$ cat src/rtl/borrow_lookahead_subtractor_seq.sv
// Multi-cycle subtractor: diff = x - y - bin, one 4-bit borrow-lookahead slice per clock, LSB first.
// Optional macro SUB_SIGNED_OVF_EN adds a two's-complement overflow output (ovf).
//
// state | meaning
// IDLE  | waiting for start; ready=1
// RUN   | one slice computed per edge; busy=1
// DONE  | result valid for one cycle; ready=1, done=1

module borrow_lookahead_subtractor_seq #(
  parameter int WIDTH = 16
) (
  input  logic             clk,
  input  logic             rst,
  input  logic             start,
  input  logic [WIDTH-1:0] x,
  input  logic [WIDTH-1:0] y,
  input  logic             bin,
  output logic             ready,
  output logic             busy,
  output logic             done,
  output logic [WIDTH-1:0] diff,
  output logic             bout
`ifdef SUB_SIGNED_OVF_EN
  ,
  output logic             ovf
`endif
);

  localparam int NSLICE = WIDTH / 4;
  localparam int KW = (NSLICE > 1) ? $clog2(NSLICE) : 1;
  localparam logic [KW-1:0] KLAST = KW'(NSLICE - 1);

  if ((WIDTH < 4) || ((WIDTH % 4) != 0)) begin : g_bad_width
    $error("borrow_lookahead_subtractor_seq: WIDTH must be a multiple of 4 and >= 4");
  end

  typedef enum logic [1:0] {
    IDLE = 2'd0,
    RUN  = 2'd1,
    DONE = 2'd2
  } state_t;

  state_t           state;
  state_t           state_nxt;
  logic [WIDTH-1:0] xr;
  logic [WIDTH-1:0] yr;
  logic             b;
  logic [KW-1:0]    k;
  logic             accept;
  logic             last_slice;

  logic [KW+1:0]    sh;
  logic [3:0]       xs;
  logic [3:0]       ys;
  logic [3:0]       g;
  logic [3:0]       p;
  logic [4:0]       bc;
  logic [3:0]       d;

  assign accept     = start && ready;
  assign last_slice = (k == KLAST);

  always_ff @(posedge clk) begin
    if (rst) begin
      state <= IDLE;
    end else begin
      state <= state_nxt;
    end
  end

  always_comb begin
    state_nxt = state;
    ready     = 1'b0;
    busy      = 1'b0;
    done      = 1'b0;
    case (state)
      IDLE: begin
        ready = 1'b1;
        if (start) state_nxt = RUN;
      end
      RUN: begin
        busy = 1'b1;
        if (last_slice) state_nxt = DONE;
      end
      DONE: begin
        ready     = 1'b1;
        done      = 1'b1;
        state_nxt = start ? RUN : IDLE;
      end
      default: state_nxt = IDLE;
    endcase
  end

  // Current slice operands; borrows are flattened sums of products, no ripple.
  always_comb begin
    sh    = {k, 2'b00};
    xs    = 4'(xr >> sh);
    ys    = 4'(yr >> sh);
    g     = ~xs & ys;
    p     = ~(xs ^ ys);
    bc[0] = b;
    bc[1] = g[0] | (p[0] & b);
    bc[2] = g[1] | (p[1] & g[0]) | (p[1] & p[0] & b);
    bc[3] = g[2] | (p[2] & g[1]) | (p[2] & p[1] & g[0]) | (p[2] & p[1] & p[0] & b);
    bc[4] = g[3] | (p[3] & g[2]) | (p[3] & p[2] & g[1]) | (p[3] & p[2] & p[1] & g[0])
          | (p[3] & p[2] & p[1] & p[0] & b);
    d     = xs ^ ys ^ bc[3:0];
  end

  always_ff @(posedge clk) begin
    if (rst) begin
      xr   <= '0;
      yr   <= '0;
      b    <= 1'b0;
      k    <= '0;
      diff <= '0;
      bout <= 1'b0;
`ifdef SUB_SIGNED_OVF_EN
      ovf  <= 1'b0;
`endif
    end else if (accept) begin
      xr   <= x;
      yr   <= y;
      b    <= bin;
      k    <= '0;
      diff <= '0;
    end else if (state == RUN) begin
      // diff was cleared at accept, so OR-ing in the slice leaves upper bits at 0.
      diff <= diff | (WIDTH'(d) << sh);
      b    <= bc[4];
      k    <= k + 1'b1;
      if (last_slice) begin
        bout <= bc[4];
`ifdef SUB_SIGNED_OVF_EN
        ovf  <= bc[3] ^ bc[4];
`endif
      end
    end
  end

endmodule
$ cat config.mk
export PLATFORM = sky130hd
export DESIGN_NAME = borrow_lookahead_subtractor_seq
export DESIGN_NICKNAME = d
export VERILOG_FILES = /design/src/rtl/borrow_lookahead_subtractor_seq.sv
export SDC_FILE = /design/constraint.sdc
export NUM_CORES = 1
export LEC_CHECK = 0
export ABC_AREA = 1
export ABC_CLOCK_PERIOD_IN_PS = 6200
export BUFFER_PORTS_ARGS = -buffer_cell sky130_fd_sc_hd__buf_2
export CAP_MARGIN = 5
export CELL_PAD_IN_SITES_DETAIL_PLACEMENT = 1
export CELL_PAD_IN_SITES_GLOBAL_PLACEMENT = 1
export CORE_UTILIZATION = 30
export CTS_BUF_LIST = sky130_fd_sc_hd__clkbuf_4 sky130_fd_sc_hd__clkbuf_8
export CTS_CLUSTER_DIAMETER = 60
export DETAILED_ROUTE_END_ITERATION = 10
export GPL_TIMING_DRIVEN = 0
export PLACE_DENSITY_LB_ADDON = 0.3
export SETUP_SLACK_MARGIN = 0.3
export SYNTH_ARGS = -nofsm -noshare
export SYNTH_HDL_FRONTEND = slang
export SYNTH_SLANG_ARGS = --single-unit
$ cat constraint.sdc
create_clock -name clk -period 6.2 [get_ports clk]
set_input_delay 0 -clock clk [delete_from_list [all_inputs] [get_ports clk]]
set_output_delay 0 -clock clk [all_outputs]
set_load 0.02 [all_outputs]
==> flow_summary.rst <==
.. list-table::
   :header-rows: 1

   * - Metric
     - Value
   * - Number of flops mapped to enable cells by yosys
     - 0
   * - Filler Cell Count
     - 937
   * - Row count
     - 31
   * - Total congestion overflow after global routing
     - 0
   * - Clock network fraction of total power
     - 26.5%
   * - Number of nets with antenna violations after detailed routing
     - 0
   * - Tightest Hold Check Type
     - input pin to register
   * - Clk slew on worst S/H paths
     - 0.09 ns
   * - Number of max-slew violations in the final report
     - 0
   * - DR WL/cell
     - 13.2 microns
   * - RSZ-0062 raised after global routing
     - no
   * - IO Count
     - 56
   * - Initial antenna violation count
     - 0
   * - P per Cell Area
     - 246 mW/mm^2
   * - Largest cells by area after synthesis
     - sky130_fd_sc_hd__dfxtp_1, sky130_fd_sc_hd__nor2_1, sky130_fd_sc_hd__o21ai_1, sky130_fd_sc_hd__a21oi_1, sky130_fd_sc_hd__nand2_1
   * - Proportion of synthesized chip area in sequential cells
     - 46.8%
   * - Worst-Skew Late Latency
     - 0.30 ns
   * - Core outline area
     - 0.00737 sq mm
   * - Slew margin rel.
     - 67.3%
   * - Pin count of the biggest net entering global routing
     - 16
   * - Warning count from the yosys run
     - 0
   * - Total negative slack
     - 0 ns
   * - DRC marker count from the first detailed-route iteration
     - 68
   * - Top cell type by total area after synthesis
     - sky130_fd_sc_hd__dfxtp_1
   * - Number of different library cells in the post-synthesis netlist
     - 29
   * - Proportion of netlist area held by the largest area contributor
     - 46.8%
   * - P&R area growth vs syn
     - 35.7%
   * - Worst clock skew on the final layout
     - 0.00549 ns
   * - Crit path launch type
     - register
   * - Mean instance size in the synthesized netlist
     - 7.51 sq um
   * - Register cell area after layout
     - 0.00108 sq mm
   * - Flip-flop and latch count after synthesis
     - 54
   * - Number of remaining DRC errors
     - 0
   * - Total of max-cap violations
     - 0
   * - Internal
     - 0.538 mW
   * - Maximum vdd drop
     - 0.000103 V
   * - Post-layout min period
     - 2.47 ns
   * - Global-route usage over all layers
     - 17.3%
   * - Ratio of cells with drive above 1 in the final layout
     - 20.3%
   * - TritonCTS clock tree
     - yes
   * - Transition at the pin with the smallest max-transition slack
     - 0.490 ns
   * - Final standard cell count with taps included and fillers excluded
     - 503
   * - Area taken by multi-input logic gates
     - 0.00107 sq mm
   * - Net switching power of the design
     - 0.233 mW
   * - Buffers inserted by post-CTS timing repair
     - 0
   * - Vertical extent of the die
     - 89.8 microns
   * - Number of antenna repair diodes
     - 0
   * - Number of global-route vias before repair
     - 2397
   * - Initial core utilization
     - 31.4%
   * - Floorplan die area
     - 0.00806 sq mm
   * - Critical path data arrival time
     - 2.70 ns
   * - Per-cell via count in the routed design
     - 4.68
   * - Pleak
     - 1.40 nW
   * - Net count of the mapped netlist
     - 350
   * - Final critical-path share of the clock period
     - 39.8%
   * - Sequential share of power
     - 50.1%
   * - Final weighted congestion of routability-driven global placement
     - 0.767
   * - Endpoint type of the worst setup path
     - register
   * - Number of hold violations in the final report
     - 0
   * - Dominant synthesized flop cell
     - sky130_fd_sc_hd__dfxtp_1
   * - Async set-or-reset flop fraction in the synthesized netlist
     - 0%
   * - Number of failing setup endpoints in the final timing report
     - 0
   * - First-pass DRT Iterations
     - 4
   * - Number of nets in the finished design
     - 445
   * - Switching fraction of total power
     - 30.2%
   * - Half-perimeter wire length after placement
     - 4750 microns
   * - Global-route wire length before repair
     - 11300 microns
   * - Logic gate share of total power
     - 23.4%
   * - Overall power after layout
     - 0.771 mW
   * - Number of instances in the synthesized netlist
     - 308
   * - Routed via count
     - 2355
   * - Type of the worst setup path
     - register to register
   * - Number of buffers between clock root and the deepest sink
     - 2
   * - Inst Count DP
     - 462
   * - Die Wd
     - 89.8 microns
   * - Maximum clock frequency
     - 0.405 GHz
   * - Sinks on Clock Net
     - 54
   * - Clock tree root driver cell
     - sky130_fd_sc_hd__clkbuf_8
   * - Count of input and output buffers
     - 55
   * - Run status
     - finished clean
   * - Data required time of the critical path
     - 6.44 ns
   * - Htree depth
     - 2
   * - Overall routed net length
     - 6660 microns
   * - Number of CTS-inserted buffers
     - 5
   * - Crit Path Max Fanout
     - 10
   * - Cell area after synthesis
     - 0.00231 sq mm
-- worst max-delay path, cell delays in order (launching register included) --
cell and delay [ns]:
sky130_fd_sc_hd__dfxtp_1 0.50, sky130_fd_sc_hd__clkbuf_1 0.44, sky130_fd_sc_hd__a21oi_1 0.13, sky130_fd_sc_hd__a32o_1 0.23, sky130_fd_sc_hd__ha_1 0.35, sky130_fd_sc_hd__or2_1 0.25, sky130_fd_sc_hd__nand2_1 0.09, sky130_fd_sc_hd__nand2_1 0.05
sky130_fd_sc_hd__nand2_1 0.12, sky130_fd_sc_hd__nand4_1 0.11, sky130_fd_sc_hd__a21oi_1 0.14
-- cell type report --
| type | instances | share of cell area, % |
|---|---|---|
| Clock inverter | 1 | 0.160 |
| Inverter | 23 | 2.83 |
| Timing Repair Buffer | 88 | 19.3 |
| Multi-Input combinational cell | 216 | 34.2 |
| Sequential cell | 54 | 34.5 |
| Tap cell | 99 | 3.95 |
| Buffer | 15 | 2.19 |
| Clock buffer | 7 | 2.87 |
-- cell families after synthesis --
kind of cell             share of synthesized area [%]
XOR/XNOR                                         0.379
flip-flops                                        46.8
adder cells (fa/ha/maj)                           3.57
AND/OR/NAND/NOR                                   25.0
AO/OA/AOI/OAI                                     17.5
buffers and inverters                             6.82
-- synthesized netlist by cell type (2+ instances only) --
cell and n:
sky130_fd_sc_hd__a21oi_1 23, sky130_fd_sc_hd__a32o_1 4, sky130_fd_sc_hd__buf_1 3, sky130_fd_sc_hd__buf_2 7, sky130_fd_sc_hd__clkbuf_1 4, sky130_fd_sc_hd__dfxtp_1 54, sky130_fd_sc_hd__ha_1 5, sky130_fd_sc_hd__inv_1 17
sky130_fd_sc_hd__inv_2 5, sky130_fd_sc_hd__nand2_1 25, sky130_fd_sc_hd__nand3_1 5, sky130_fd_sc_hd__nand4_1 10, sky130_fd_sc_hd__nor2_1 88, sky130_fd_sc_hd__nor2_4 2, sky130_fd_sc_hd__o21ai_1 39, sky130_fd_sc_hd__o22ai_1 4
-- stage by stage --
| step | hold slack [ns] | setup WS (ns) | cell area [sq um] | utilization [%] |
|---|---|---|---|---|
| after floorplan | 0.0691 | 4.18 | 2310 | - |
| after global placement | 0.206 | 3.78 | 2710 | 36.8 |
| after detailed placement | 0.224 | 3.72 | 2710 | 36.8 |
| after CTS | 0.0424 | 3.71 | 3140 | 42.6 |
| after global routing | 0.110 | 3.45 | 3140 | 42.6 |
| final | 0.0438 | 3.73 | 3140 | 42.6 |
-- power by group through the flow --
stage | registers (mW) | clock network (mW) | logic [mW]
5_1_grt | 0.389 | 0.231 | 0.205
3_3_place_gp | 0.394 | 0 | 0.159
4_1_cts | 0.387 | 0.214 | 0.180
3_5_place_dp | 0.394 | 0 | 0.164
2_1_floorplan | 0.392 | 0 | 0.114
6_report | 0.386 | 0.204 | 0.180
-- flip-flops by register name, indices dropped and copies added (netlist names) --
register / flops
k: 2
bout: 1
b: 1
xr: 16
yr: 16
diff: 16
state: 2
-- final timing paths --
kind                         from                    to  slack [ns]  cells past startpoint
max             k[0]$_SDFFE_PP0P_  diff[7]$_SDFFE_PP0P_        3.73                     10
min                           bin        b$_SDFFE_PP0P_        0.04                      5
max reg2reg     k[0]$_SDFFE_PP0P_  diff[7]$_SDFFE_PP0P_        3.73                     10
min reg2reg  diff[2]$_SDFFE_PP0P_  diff[2]$_SDFFE_PP0P_        0.45                      2
-- layout by cell type, fill, tap and decap left out, types with 5 or more instances in the layout --
master	n
sky130_fd_sc_hd__dfxtp_1	54
sky130_fd_sc_hd__o21ai_1	39
sky130_fd_sc_hd__inv_2	5
sky130_fd_sc_hd__inv_1	17
sky130_fd_sc_hd__ha_1	5
sky130_fd_sc_hd__dlygate4sd3_1	33
sky130_fd_sc_hd__nand3_1	5
sky130_fd_sc_hd__nand4_1	10
sky130_fd_sc_hd__nor2_1	88
sky130_fd_sc_hd__a21oi_1	23
sky130_fd_sc_hd__buf_2	62
sky130_fd_sc_hd__clkbuf_8	6
sky130_fd_sc_hd__nand2_1	25
-- metal layers --
layer | GRT usage [%] | vias to the layer above | part of all wire, %
met4 | 4.78 | 0 | 0.98
met5 | 0 | - | 0
met3 | 2.54 | 7 | 2.9
met1 | 21.6 | 1100 | 47
met2 | 30.8 | 45 | 49
li1 | - | 1203 | -
-- repair_timing --
action                                 CTS  global route
endpoints found under the hold margin   34             0
resized for setup                        0             0
hold buffers                            33             0
No activity file was read; power rests on OpenSTA's default activity.
